--- config.mk ---
export PLATFORM = sky130hd
export DESIGN_NAME = btn_debounce_bank
export DESIGN_NICKNAME = d
export VERILOG_FILES = /design/src/rtl/btn_debounce_bank.sv
export SDC_FILE = /design/constraint.sdc
export NUM_CORES = 1
export LEC_CHECK = 0
export BUFFER_PORTS_ARGS = -buffer_cell sky130_fd_sc_hd__buf_2
export CORE_MARGIN = 3
export CORE_UTILIZATION = 40
export CTS_BUF_LIST = sky130_fd_sc_hd__clkbuf_8
export DETAILED_ROUTE_END_ITERATION = 10
export PLACE_DENSITY = 0.58
export SLEW_MARGIN = 20
export SYNTH_ARGS = -nofsm -noshare
export SYNTH_HDL_FRONTEND = slang
export SYNTH_SLANG_ARGS = --single-unit
--- constraint.sdc ---
create_clock -name clk -period 3.4 [get_ports clk]
set_clock_uncertainty 0.15 [all_clocks]
set_input_delay 0.68 -clock clk [delete_from_list [all_inputs] [get_ports clk]]
set_output_delay 0.68 -clock clk [all_outputs]
set_load 0.05 [all_outputs]
--- src/rtl/btn_debounce_bank.sv ---
// Push-button conditioner: per-bit 2-FF synchroniser, counter debounce and press-pulse detect.
// Optional BTN_ONEHOT_EN serialises simultaneous presses through a pending register, lowest index first.
module btn_debounce_bank #(
  parameter int N_BTN           = 4,
  parameter int DEBOUNCE_CYCLES = 1000000,
  parameter int CNT_W           = 20
) (
  input  logic             clk,
  input  logic             reset,
  input  logic [N_BTN-1:0] btn_raw,
  output logic [N_BTN-1:0] btn_level,
  output logic [N_BTN-1:0] btn_pulse
);

  localparam logic [CNT_W-1:0] CNT_MAX = CNT_W'(DEBOUNCE_CYCLES - 1);

  logic [N_BTN-1:0] sync1_q, sync2_q;
  logic [N_BTN-1:0] level_q, level_d;
  logic [N_BTN-1:0] pulse_q, pulse_d;
  logic [N_BTN-1:0] rise_d;
  logic [CNT_W-1:0] cnt_q [N_BTN];
  logic [CNT_W-1:0] cnt_d [N_BTN];

`ifdef BTN_ONEHOT_EN
  logic [N_BTN-1:0] pending_q, pending_d;
  logic [N_BTN-1:0] grant;
`endif

  // Each bit counts consecutive cycles that the synchronised input disagrees
  // with the accepted level; any agreement restarts the count.
  always_comb begin
    // NOTE: every always_comb output gets a default first so no path leaves it unassigned (no latch).
    level_d = level_q;
    for (int i = 0; i < N_BTN; i++) begin
      cnt_d[i] = '0;
      if (sync2_q[i] != level_q[i]) begin
        if (cnt_q[i] == CNT_MAX) begin
          level_d[i] = sync2_q[i];
        end else begin
          cnt_d[i] = cnt_q[i] + CNT_W'(1);
        end
      end
    end
    rise_d = level_d & ~level_q;
  end

`ifdef BTN_ONEHOT_EN
  // Two's-complement trick isolates the lowest pending bit.
  always_comb begin
    grant     = pending_q & (~pending_q + N_BTN'(1));
    pending_d = (pending_q & ~grant) | rise_d;
    pulse_d   = grant;
  end
`else
  always_comb begin
    pulse_d = rise_d;
  end
`endif

  // NOTE: sequential state uses non-blocking assignments so all registers update from pre-edge values.
  always_ff @(posedge clk) begin
    if (reset) begin
      sync1_q <= '0;
      sync2_q <= '0;
      level_q <= '0;
      pulse_q <= '0;
      // NOTE: the counter array is small and must restart on reset, so each entry is cleared explicitly.
      for (int i = 0; i < N_BTN; i++) begin
        cnt_q[i] <= '0;
      end
    end else begin
      sync1_q <= btn_raw;
      sync2_q <= sync1_q;
      level_q <= level_d;
      pulse_q <= pulse_d;
      for (int i = 0; i < N_BTN; i++) begin
        cnt_q[i] <= cnt_d[i];
      end
    end
  end

`ifdef BTN_ONEHOT_EN
  always_ff @(posedge clk) begin
    if (reset) begin
      pending_q <= '0;
    end else begin
      pending_q <= pending_d;
    end
  end
`endif

  assign btn_level = level_q;
  assign btn_pulse = pulse_q;

endmodule

After elaboration in Yosys (flattened, before gate mapping)

Memory sizes are Yosys's and may differ from the RTL's.
Cells that the tools add are included.

Equality and inequality tests: 8
Muxes and demuxes: 23
Bitwise logic cells: 6
Add/sub/neg operators: 4

Operators by type and width:

| cell                                                            | number |
|---|---|
| 20-bit 2-to-1 mux                                               | 12 |
| 20-bit by 1-bit adder with 20-bit output, second input constant | 4 |
| 20-bit == test, second input constant                           | 4 |
| 1-bit 2-to-1 mux                                                | 11 |
| 4-bit AND                                                       | 1 |
| 1-bit != test                                                   | 4 |
| 4-bit NOT                                                       | 1 |
| 1-bit bitwise OR                                                | 4 |

Memory bits (writable): 80
Memories: 1
Bits of input ports: 6
Output and inout bits: 8
Logic and storage cells: 46
Register bits: 16

Memory list:

| memory | depth | bits a word | rd ports | clocked after memory_dff | write ports | line | RTL |
|---|---|---|---|---|---|---|---|
| cnt_q  | 4     | 20          | 4        | 0                        | 4           | 21   | `logic [CNT_W-1:0] cnt_q [N_BTN];` |

Longest topological paths before layout

Gate-level depths: netlist of run 1.

Depth in word-level cells: 4
Depth in mapped cells: 6
Gate-level depth less buffers: 5

Least setup slack after synthesis of run 1

Ideal clock, no wire load.

Path type: register to register
Start: mem cnt_q[0][12]
End: mem cnt_q[0][11]
Stages on the path, launching flop included: 6
Required time: 3135 ps
Clock period less this slack: 2089 ps
Buffers on the path: 1
Setup time: 115 ps
Data arrival time: 1824 ps
Path slack: 1311 ps
Cells stage by stage: dfxtp_1 -> or4b_1 -> or4_4 -> o21ai_4 -> buf_6 -> nor2_1

RTL lines:

| element            | line |
|---|---|
| start: declaration | 21 |

==> results by group, run 1 <==
Job
  • Max cap viols: 0

Finish
  • Fin nets: 491
  • N_diodes: 0
  • Post-route cell area: 4490 sq um
  • Share of post-route cells with drive strength above 1: 8.85%
  • Most frequent cells in the layout: 96 x dfxtp_1, 65 x nor2_1, 28 x a21oi_1
  • Commonest non-fill, non-tap cell in the layout: dfxtp_1
  • Area Growth Syn to Fin: 7.65%

Power and ir drop
  • Comb pwr share: 1.3%
  • Overall power: 1.81 mW
  • Cell Pwr Density: 403 nW/um^2
  • Clock power share: 36.0%
  • Switch share: 22.6%
  • Switch Pwr: 409 uW
  • Flop pwr share: 62.6%
  • Maximum vdd drop: 0.176 mV
  • P_leak: 1.34 nW
  • Internal Power: 1.40 mW

Placement
  • HPWL after DPL: 5.14 mm
  • GPL Wtd Cong: 0.711
  • Port bufs: 13
  • Placed Area: 4330 sq um

Yosys
  • Adder-cell area share of the yosys netlist: 1.20%
  • Yosys cell types: 38
  • Syn. warnings: 0
  • Register area share after synthesis: 46.1%
  • Post-Syn Area per Cell: 8.88 sq um
  • Yosys top cell by area: dfxtp_1
  • Mapped Area: 4170 sq um
  • Number of synthesized register bits: 96
  • Synth Area in Compound Gates: 8.67%
  • Main combinational cell family by area after synthesis: simple AND/OR/NAND/NOR gates
  • Mapped Nets: 480
  • Simple-gate share of the synthesized area: 29.8%
  • Multiplexer share of the synthesized area: 0%
  • Largest cells by area after synthesis: dfxtp_1 46%, nor2_1 5.8%, xor2_1 5.7%
  • Mapped Cells: 470
  • Post-synth top area share: 46.1%
  • XOR/XNOR share of the synthesized area: 10.7%

Setup path
  • CP Class: reg -> reg
  • Worst endpoint data arrival time: 2540 ps
  • Register-to-register setup slack: 960 ps
  • Beginning of the critical path: cnt_q[3][12]
  • Crit end category: flop
  • Startpoint Class: flop
  • Worst R2R End: cnt_q[3][9]
  • R2R depth: 5
  • Reg-to-Reg Start: cnt_q[3][12]
  • Peak fanout along the critical path: 12
  • Critical path capture point: cnt_q[3][9]
  • Critical path required time: 3500 ps

Floorplan
  • Rows: 36
  • Die area: 11700 sq um
  • Die Ht: 108 microns
  • Core box area: 9950 sq um
  • IO Pins: 14
  • Die Span X: 108 microns
  • Initial core utilization: 41.9%

Route
  • Antenna-violating nets left: 0
  • DRC Markers: 0
  • Met3 wire len: 281 microns
  • Drt wl/cell: 12.2 microns
  • Iter 0 DRT Violations: 147
  • Pre-antenna DRT Iters: 4
  • Detailed Route WL: 7.58 mm
  • Met2 WL post-DR: 3.50 mm
  • Highest routed layer: met5
  • Via-to-Cell Ratio: 5.15
  • Wl on met1: 3.71 mm
  • Vias: 3185

Timing
  • Period utilization: 71.8%
  • RSZ-0062 raised after global routing: false
  • Fmax: 410 MHz
  • Setup violators final: 0
  • Setup_tns: 0 ps
  • Final Hold Vio Count: 0
  • Worst-Margin Slew: 695 ps
  • Shortest period the worst path allows: 2440 ps
  • Slew Viols, Final: 0
  • Worst rel slew slack: 53.4%

Clock tree
  • TritonCTS clock tree: built
  • Clk slew on worst S/H paths: 90 ps
  • Postcts setup bufs: 0
  • CTS Buffer Depth: 2
  • Post_cts resized: 0
  • Clock H-tree levels: 3
  • Root Driver: clkbuf_8
  • CTS Buf Count: 9
  • Hold_buf cts: 0
  • Worst-Skew Late Latency: 360 ps
  • Clock sinks: 96

Global route
  • First-pass GRT wire length: 13.6 mm
  • Total congestion overflow: 0
  • Vias in the first global route: 3074
  • Gr usage total: 14.2%
  • Initial antenna violation count: 1
  • Largest net degree at the start of global routing: 22

Min path
  • HP Class: reg -> reg

Outcome
  • Status: finished, final reports clean
[layer usage]
metal  track usage, %  vias up
li1                 -     1679
met1             17.8     1458
met2             23.5       39
met3             4.60        7
met4             3.79        2
met5                0        -
[critical path, cell delays in order, from the launching register on]
cell	delay, ps
dfxtp_1	360
or4b_2	660
nand4bb_1	220
o21ai_1	570
buf_4	310
nor2_1	60
[per-stage QoR]
step	setup slack (ps)	util, %	hold WS [ps]	std cells
after floorplan	1310	-	263	470
after global placement	1050	43.5	272	603
after detailed placement	998	43.5	282	603
after CTS	970	45.1	295	619
after global routing	838	45.1	310	619
final	960	45.1	295	619
[power groups by stage]
stage / registers (mW) / logic, mW / clock network, mW
final: 1.13 / 0.0243 / 0.651
after global routing: 1.13 / 0.0277 / 0.727
after CTS: 1.13 / 0.0249 / 0.687
after detailed placement: 1.16 / 0.0248 / 0
after global placement: 1.16 / 0.0244 / 0
after floorplan: 1.16 / 0.0202 / 0
[kinds of logic after synthesis]
kind of cell             after synthesis
AND/OR/NAND/NOR                      227
flip-flops                            96
AO/OA/AOI/OAI                         62
XOR/XNOR                              51
buffers and inverters                 30
adder cells (fa/ha/maj)                4
[state kept, by name (all words and copies together) (netlist names)]
name	flops
btn_pulse	4
cnt_q	80
btn_level	4
sync1_q	4
sync2_q	4
[cells in the mapped netlist (all sizes together)]
cell,instances
o21a,1
nand2b,1
or3,18
clkbuf,10
and4,6
nor4,8
nand4bb,1
nand2,21
o31ai,7
nor3b,1
or3b,2
ha,4
buf,5
and3,7
nor4b,3
nor3,8
o21ba,1
and2,6
nand4,23
xnor2,24
xor2,27
o21ai,24
inv,15
a21oi,28
nand3,27
or4,12
or2,3
a31o,1
nor2,65
nor2b,8
or4b,7
dfxtp,96
[area by class of cell]
class | instances | area, sq um
flip-flops and latches | 96 | 1920
clock inverters | 7 | 40.0
repair buffers | 15 | 80.1
fillers | 976 | 5460
clock buffers | 9 | 124
inverters | 15 | 56.3
multi-input cells | 344 | 2100
well taps | 133 | 166
[worst min path at each step]
stage | to | start | slack, ps | cells after the start
finish | cnt_q[1][0] | cnt_q[1][0] | 290 | 1
detailed placement | cnt_q[1][0] | cnt_q[1][0] | 280 | 1
global route | cnt_q[1][0] | cnt_q[1][0] | 310 | 1
CTS | cnt_q[1][0] | cnt_q[1][0] | 290 | 1
floorplan | cnt_q[1][0] | cnt_q[1][0] | 260 | 1
global placement | cnt_q[3][0] | cnt_q[3][0] | 270 | 1
Power figures use the tool's default switching activity.
==> run 2, diff against run 1 <==
- ABC_AREA: not set -> 1
- clock period: 3.4 -> 2.5 ns (I/O delays scaled with it)
==> run 2 against run 1 <==
- combinational power increased by 44%
- highest routed layer is now met4
- count of clock-buffer cells in the layout increased by 4
- via count increased by 34%
- largest cell class unchanged
- routed wire length increased by 29%
- first-iteration DRC count increased by 50%
- register-to-register slack got worse by 250 ps
- critical path depth increased by 2
==> results by group, run 2 <==
Yosys
  • Mapped Area: 4870 sq um (+17%)
  • Mapped Nets: 737 (+54%)
  • Syn. warnings: 0 (unchanged)
  • Predominant post-synthesis flop cell: dfxtp_1
  • Fraction of registers with async set/reset: 0% (unchanged)
  • Mapped Cells: 727 (+55%)
  • Post-synth EDFFs: 0 (unchanged)
  • Register area share after synthesis: 39.4% (-6.6 points)
  • Post-synth top area share: 39.4% (-6.6 points)
  • Most frequent cells after synthesis: 176 x nand2_1, 175 x nor2_1, 96 x dfxtp_1
  • Largest cells by area after synthesis: dfxtp_1 39%, nand2_1 14%, nor2_1 13%
  • Most numerous cell in the Yosys netlist: nand2_1
  • Yosys cell types: 29 (-24%)
  • Yosys top cell by area: dfxtp_1
  • Post-Syn Area per Cell: 6.70 sq um (-24%)
  • Number of synthesized register bits: 96 (unchanged)

Timing
  • Worst-Margin Slew: 317 ps (-378 ps)
  • Shortest period the worst path allows: 1790 ps (-654 ps)
  • WHS: 193 ps (-102 ps)
  • RSZ-0062 raised after global routing: false
  • Final Hold Vio Count: 0 (unchanged)
  • Fmax: 560 MHz (+37%)
  • Slew Viols, Final: 0 (unchanged)
  • Setup violators final: 0 (unchanged)
  • Period utilization: 71.4% (-0.31 points)
  • Final worst-path setup slack: 714 ps (-246 ps)
  • Worst rel slew slack: 78.8% (+25 points)
  • Setup_tns: 0 ps (unchanged)

Setup path
  • Worst endpoint data arrival time: 1890 ps (-650 ps)
  • Crit path largest cell delay: 450 ps (-210 ps)
  • Beginning of the critical path: cnt_q[0][0]
  • Crit path cell chain: ha_1 -> nand3_2 -> nor2_1 -> nand3_1 -> nand2_1 -> buf_4 -> nor2_1
  • Startpoint Class: flop
  • Critical path required time: 2610 ps (-890 ps)
  • Worst R2R End: cnt_q[0][19]
  • Buf+Inv Stages, Crit Path: 1 (unchanged)
  • Crit end category: flop
  • CP Class: reg -> reg
  • Reg-to-Reg Start: cnt_q[0][0]
  • Top delay family on crit path: simple AND/OR/NAND/NOR gates
  • Peak fanout along the critical path: 11 (-1)
  • Worst path slowest cell: dfxtp_1
  • Register-to-register setup slack: 710 ps (-250 ps)
  • CP most frequent cell: nor2_1
  • R2R depth: 7 (+2)

Route
  • Detailed Route WL: 9.75 mm (+29%)
  • Vias: 4272 (+34%)
  • Iter 0 DRT Violations: 221 (+50%)
  • Drt wl/cell: 10.9 microns (-11%)
  • Pre-antenna DRT Iters: 4 (unchanged)
  • DRC Markers: 0 (unchanged)
  • Via-to-Cell Ratio: 4.78 (-7.1%)
  • Antenna-violating nets left: 0 (unchanged)

Min path
  • WHS Path Cells: 3 (+2)
  • HP Class: in -> reg
  • HP Start: btn_raw[3]
  • Min-Delay Endpoint: sync1_q[3]

Clock tree
  • TritonCTS clock tree: built
  • Post_cts resized: 0 (unchanged)
  • Worst-Skew Late Latency: 360 ps (about the same)
  • CTS Buffer Depth: 2 (unchanged)
  • Clk slew on worst S/H paths: 90 ps (about the same)
  • Postcts setup bufs: 0 (unchanged)
  • Root Driver: clkbuf_8
  • CTS Buf Count: 9 (unchanged)
  • Hold_buf cts: 0 (unchanged)
  • Clock H-tree levels: 3 (unchanged)
  • Clock sinks: 96 (unchanged)

Floorplan
  • Core box area: 11700 sq um (+17%)
  • Rows: 39 (+8.3%)
  • Die area: 13500 sq um (+16%)
  • Initial core utilization: 41.8% (-0.12 points)
  • Die Span X: 116 microns (+7.6%)
  • IO Pins: 14 (unchanged)
  • Die Ht: 116 microns (+7.6%)

Placement
  • Cells after DPL: 879 (+46%)
  • HPWL after DPL: 7.50 mm (+46%)
  • Placement Setup Slack: 724 ps (-274 ps)
  • Port bufs: 13 (unchanged)
  • GPL Wtd Cong: 0.849 (+19%)

Finish
  • Fin nets: 757 (+54%)
  • Share of post-route cells with drive strength above 1: 8.79% (-0.059 points)
  • Area Growth Syn to Fin: 8.09%
  • Commonest non-fill, non-tap cell in the layout: nand2_1
  • Most frequent cells in the layout: 176 x nand2_1, 175 x nor2_1, 96 x dfxtp_1
  • N_diodes: 0 (unchanged)
  • Max reg flops: 80 (unchanged)
  • Most flop-heavy register: cnt_q
  • Finished Layout Cells: 894 (+44%)
  • Final core utilization: 45.2% (+0.056 points)

Power and ir drop
  • P_leak: 1.58 nW (+18%)
  • Maximum vdd drop: 0.280 mV (+59%)
  • Cell Pwr Density: 486 nW/um^2 (+21%)

Outcome
  • Status: finished, final reports clean

Global route
  • Largest net degree at the start of global routing: 21 (-4.5%)
  • Gr usage total: 15.8% (+1.6 points)
  • First-pass GRT wire length: 17.3 mm (+28%)
  • Initial antenna violation count: 0 (-1)
  • Total congestion overflow: 0 (unchanged)
  • Vias in the first global route: 3963 (+29%)

Job
  • Max cap viols: 0 (unchanged)
==> run 2: where the power goes <==
group | leakage, nW | switching, mW | internal (mW) | total, mW
Clock | 0.0975 | 0.517 | 0.464 | 0.981
Sequential | 0.775 | 0.00594 | 1.54 | 1.54
Combinational | 0.706 | 0.0230 | 0.0121 | 0.0351
==> run 2: how the worst max path moves through the flow <==
stage                         endpoint  slack, ps  cells past startpoint
after floorplan           cnt_q[0][11]        990                      7
after global placement    cnt_q[0][11]        750                      7
final                     cnt_q[0][19]        710                      7
after global routing       cnt_q[3][7]        560                      7
after detailed placement  cnt_q[0][11]        720                      7
after CTS                 cnt_q[0][19]        710                      7
==> run 2: worst reg2reg max path, delay by kind of cell (launching register included) <==
family	cells	cell delay, ps
AND/OR/NAND/NOR	5	600
flip-flops	1	450
adder cells (fa/ha/maj)	1	320
buffers and inverters	1	180
==> run 2: through the flow <==
stage,total power [mW],area (sq um)
2_1_floorplan,1.61,4870
3_3_place_gp,1.61,5080
6_report,2.56,5270
3_5_place_dp,1.61,5080
5_1_grt,2.69,5270
4_1_cts,2.61,5270
==> run 2: layout make-up <==
class,instances,area [sq um]
fill,1218,6390
multi-input combinational,534,2540
sequential,96,1920
inverter,87,327
clock buffer,13,179
tap,143,179
timing repair buffer,19,110
clock inverter,2,12.5
==> run 2: per-layer routing <==
metal  routed length (microns)  global-route usage [%]  vias up
met5                         0                       0        -
met4                       189                    7.12        0
met3                       340                    3.11       15
met2                      4410                    25.4       84
met1                      4810                    20.6     1873
li1                          -                       -     2300
==> run 2: logic make-up (layout without fill, tap and decap cells) <==
kind of cell	Yosys count	count (layout)	synth area share [%]
fa+ha+maj	4	4	1.03
simple gates	447	447	39.1
compound gates	50	50	6.01
flops	96	96	39.4
buf+inv	97	121	8.47
xor+xnor	33	33	5.93
==> run 3, diff against run 2 <==
- clock period: 2.5 -> 1.8 ns (I/O delays scaled with it)
==> run 3 against run 2 <==
- die area unchanged
- power up 47%
- cell count grew 0.78%
- fmax rose by 9.3%
- register-to-register slack lost 550 ps
- sequential share of layout area is 0.61 points lower
- worst setup slack got worse by 550 ps
- combinational power increased by 60%
- critical endpoint is now btn_level[1]
==> results by group, run 3 (synthesis gave the netlist of run 2 again) <==
Floorplan
  • Die area: 13500 sq um (unchanged)
  • Initial core utilization: 41.8% (unchanged)
  • Die Span X: 116 microns (unchanged)
  • IO Pins: 14 (unchanged)
  • Rows: 39 (unchanged)
  • Core box area: 11700 sq um (unchanged)
  • Die Ht: 116 microns (unchanged)

Setup path
  • R2R depth: 8 (+1)
  • CP Class: reg -> reg
  • Peak fanout along the critical path: 4 (-7)
  • Worst endpoint data arrival time: 1770 ps (-120 ps)
  • Crit path cell chain: ha_1 -> nand2_1 -> nor2_2 -> nand4_1 -> nor2_1 -> nand2_1 -> nand2_1 -> nor2_1
  • Top delay family on crit path: simple AND/OR/NAND/NOR gates
  • Beginning of the critical path: cnt_q[1][1]
  • Crit end category: flop
  • Worst R2R End: btn_level[1]
  • Startpoint Class: flop
  • CP most frequent cell: nand2_1
  • Buf+Inv Stages, Crit Path: 0 (-1)
  • Worst path slowest cell: dfxtp_1
  • Critical path capture point: btn_level[1]
  • Reg-to-Reg Start: cnt_q[1][1]
  • Instance count on the critical path: 8 (+1)
  • Critical path required time: 1930 ps (-680 ps)
  • Register-to-register setup slack: 170 ps (-550 ps)
  • Crit path largest cell delay: 380 ps (-70 ps)

Power and ir drop
  • Switch Pwr: 802 uW (+47%)
  • Overall power: 3.77 mW (+47%)
  • Comb pwr share: 1.5% (about the same)
  • Internal Power: 2.97 mW (+47%)
  • Switch share: 21.3% (-0.065 points)
  • P_leak: 1.62 nW (+2.9%)
  • Flop pwr share: 56.8% (-3.5 points)
  • Clock power share: 41.8% (+3.4 points)
  • Cell Pwr Density: 704 nW/um^2 (+45%)
  • Maximum vdd drop: 0.377 mV (+34%)

Timing
  • Fmax: 612 MHz (+9.3%)
  • Setup_tns: 0 ps (unchanged)
  • Period utilization: 90.8% (+19 points)
  • Worst-Margin Slew: 326 ps (+9.05 ps)
  • Final Hold Vio Count: 0 (unchanged)
  • Setup violators final: 0 (unchanged)
  • Slew Viols, Final: 0 (unchanged)
  • RSZ-0062 raised after global routing: false
  • Worst rel slew slack: 78.2% (-0.61 points)
  • WHS: 40.4 ps (-153 ps)
  • Shortest period the worst path allows: 1630 ps (-151 ps)

Route
  • DRC Markers: 0 (unchanged)
  • Antenna-violating nets left: 0 (unchanged)
  • Pre-antenna DRT Iters: 5 (+1)
  • Detailed Route WL: 10.2 mm (+4.6%)
  • Via-to-Cell Ratio: 4.77 (-0.15%)
  • Iter 0 DRT Violations: 356 (+61%)
  • Drt wl/cell: 11.3 microns (+3.8%)
  • Vias: 4299 (+0.63%)

Finish
  • N_diodes: 0 (unchanged)
  • Max reg flops: 80 (unchanged)
  • Share of post-route cells with drive strength above 1: 9.76% (+0.97 points)
  • Most frequent cells in the layout: 176 x nand2_1, 175 x nor2_1, 96 x dfxtp_1
  • Commonest non-fill, non-tap cell in the layout: nand2_1
  • Area Growth Syn to Fin: 9.91%
  • Final core utilization: 45.9% (+0.76 points)
  • Most flop-heavy register: cnt_q
  • Fin nets: 763 (+0.79%)

Clock tree
  • Hold_buf cts: 0 (unchanged)
  • TritonCTS clock tree: built
  • Root Driver: clkbuf_8
  • Clk slew on worst S/H paths: 90 ps (about the same)
  • Clock H-tree levels: 3 (unchanged)
  • CTS Buf Count: 9 (unchanged)
  • Worst-Skew Late Latency: 370 ps (about the same)
  • Clock sinks: 96 (unchanged)
  • CTS Buffer Depth: 2 (unchanged)

Min path
  • HP Start: btn_raw[3]
  • HP Class: in -> reg

Placement
  • HPWL after DPL: 7.74 mm (+3.2%)
  • Port bufs: 13 (unchanged)
  • GPL Wtd Cong: 0.867 (+2.1%)

Global route
  • Total congestion overflow: 0 (unchanged)
  • Largest net degree at the start of global routing: 21 (unchanged)
  • First-pass GRT wire length: 17.9 mm (+3.1%)
  • Vias in the first global route: 4013 (+1.3%)
  • Initial antenna violation count: 0 (unchanged)
  • Gr usage total: 16.5% (+0.66 points)

Outcome
  • Status: finished, final reports clean

Job
  • Max cap viols: 0 (unchanged)
run 3: changes by cell type in the layout (fill, tap and decap cells not counted):
cell / delta
buf_12: +1
ha_1: -1
clkbuf_8: -3
bufinv_16: +2
clkinv_2: +2
ha_2: +1
buf_4: +5
run 3: cell type report:
class | instances | area [sq um]
Inverter | 87 | 327
Fill cell | 1224 | 6310
Clock inverter | 6 | 82.6
Tap cell | 143 | 179
Sequential cell | 96 | 1920
Clock buffer | 10 | 138
Timing Repair Buffer | 25 | 168
Multi-Input combinational cell | 534 | 2540
run 3: how the worst min path moves through the flow:
| stage | endpoint | depth (start not counted) |
|---|---|---|
| after floorplan | sync2_q[0] | 2 |
| after global placement | sync2_q[0] | 2 |
| after detailed placement | sync2_q[0] | 2 |
| after CTS | sync1_q[2] | 3 |
| after global routing | sync1_q[3] | 3 |
| final | sync1_q[3] | 3 |
run 3: tightest hold or removal path, stage by stage:
cell	delay, ps
buf_2	90
inv_1	40
nor2_1	30
run 3: per-layer routing:
metal	track usage, %	part of all wire (%)
met5	0	0
met4	4.95	1.2
met3	4.66	4.5
met2	26.4	44
met1	21.6	50
run 3: per-stage QoR:
| step | setup WS (ps) | area (sq um) | std cells |
|---|---|---|---|
| floorplan | 285 | 4870 | 727 |
| global placement | 153 | 5130 | 885 |
| detailed placement | 149 | 5130 | 885 |
| CTS | 105 | 5350 | 901 |
| global route | 21.2 | 5360 | 901 |
| finish | 165 | 5360 | 901 |
run 3: timing repair:
action	CTS	global route
endpoints found under the setup margin	0	16
gates resized for setup	0	1
setup buffers	0	0
run 3: power by group through the flow:
stage                     combinational [mW]  clock, mW  sequential (mW)
after floorplan                       0.0417          0             2.19
after global placement                0.0557          0             2.19
after detailed placement              0.0563          0             2.19
after CTS                             0.0566       1.64             2.14
after global routing                  0.0648       1.74             2.14
final                                 0.0560       1.57             2.14
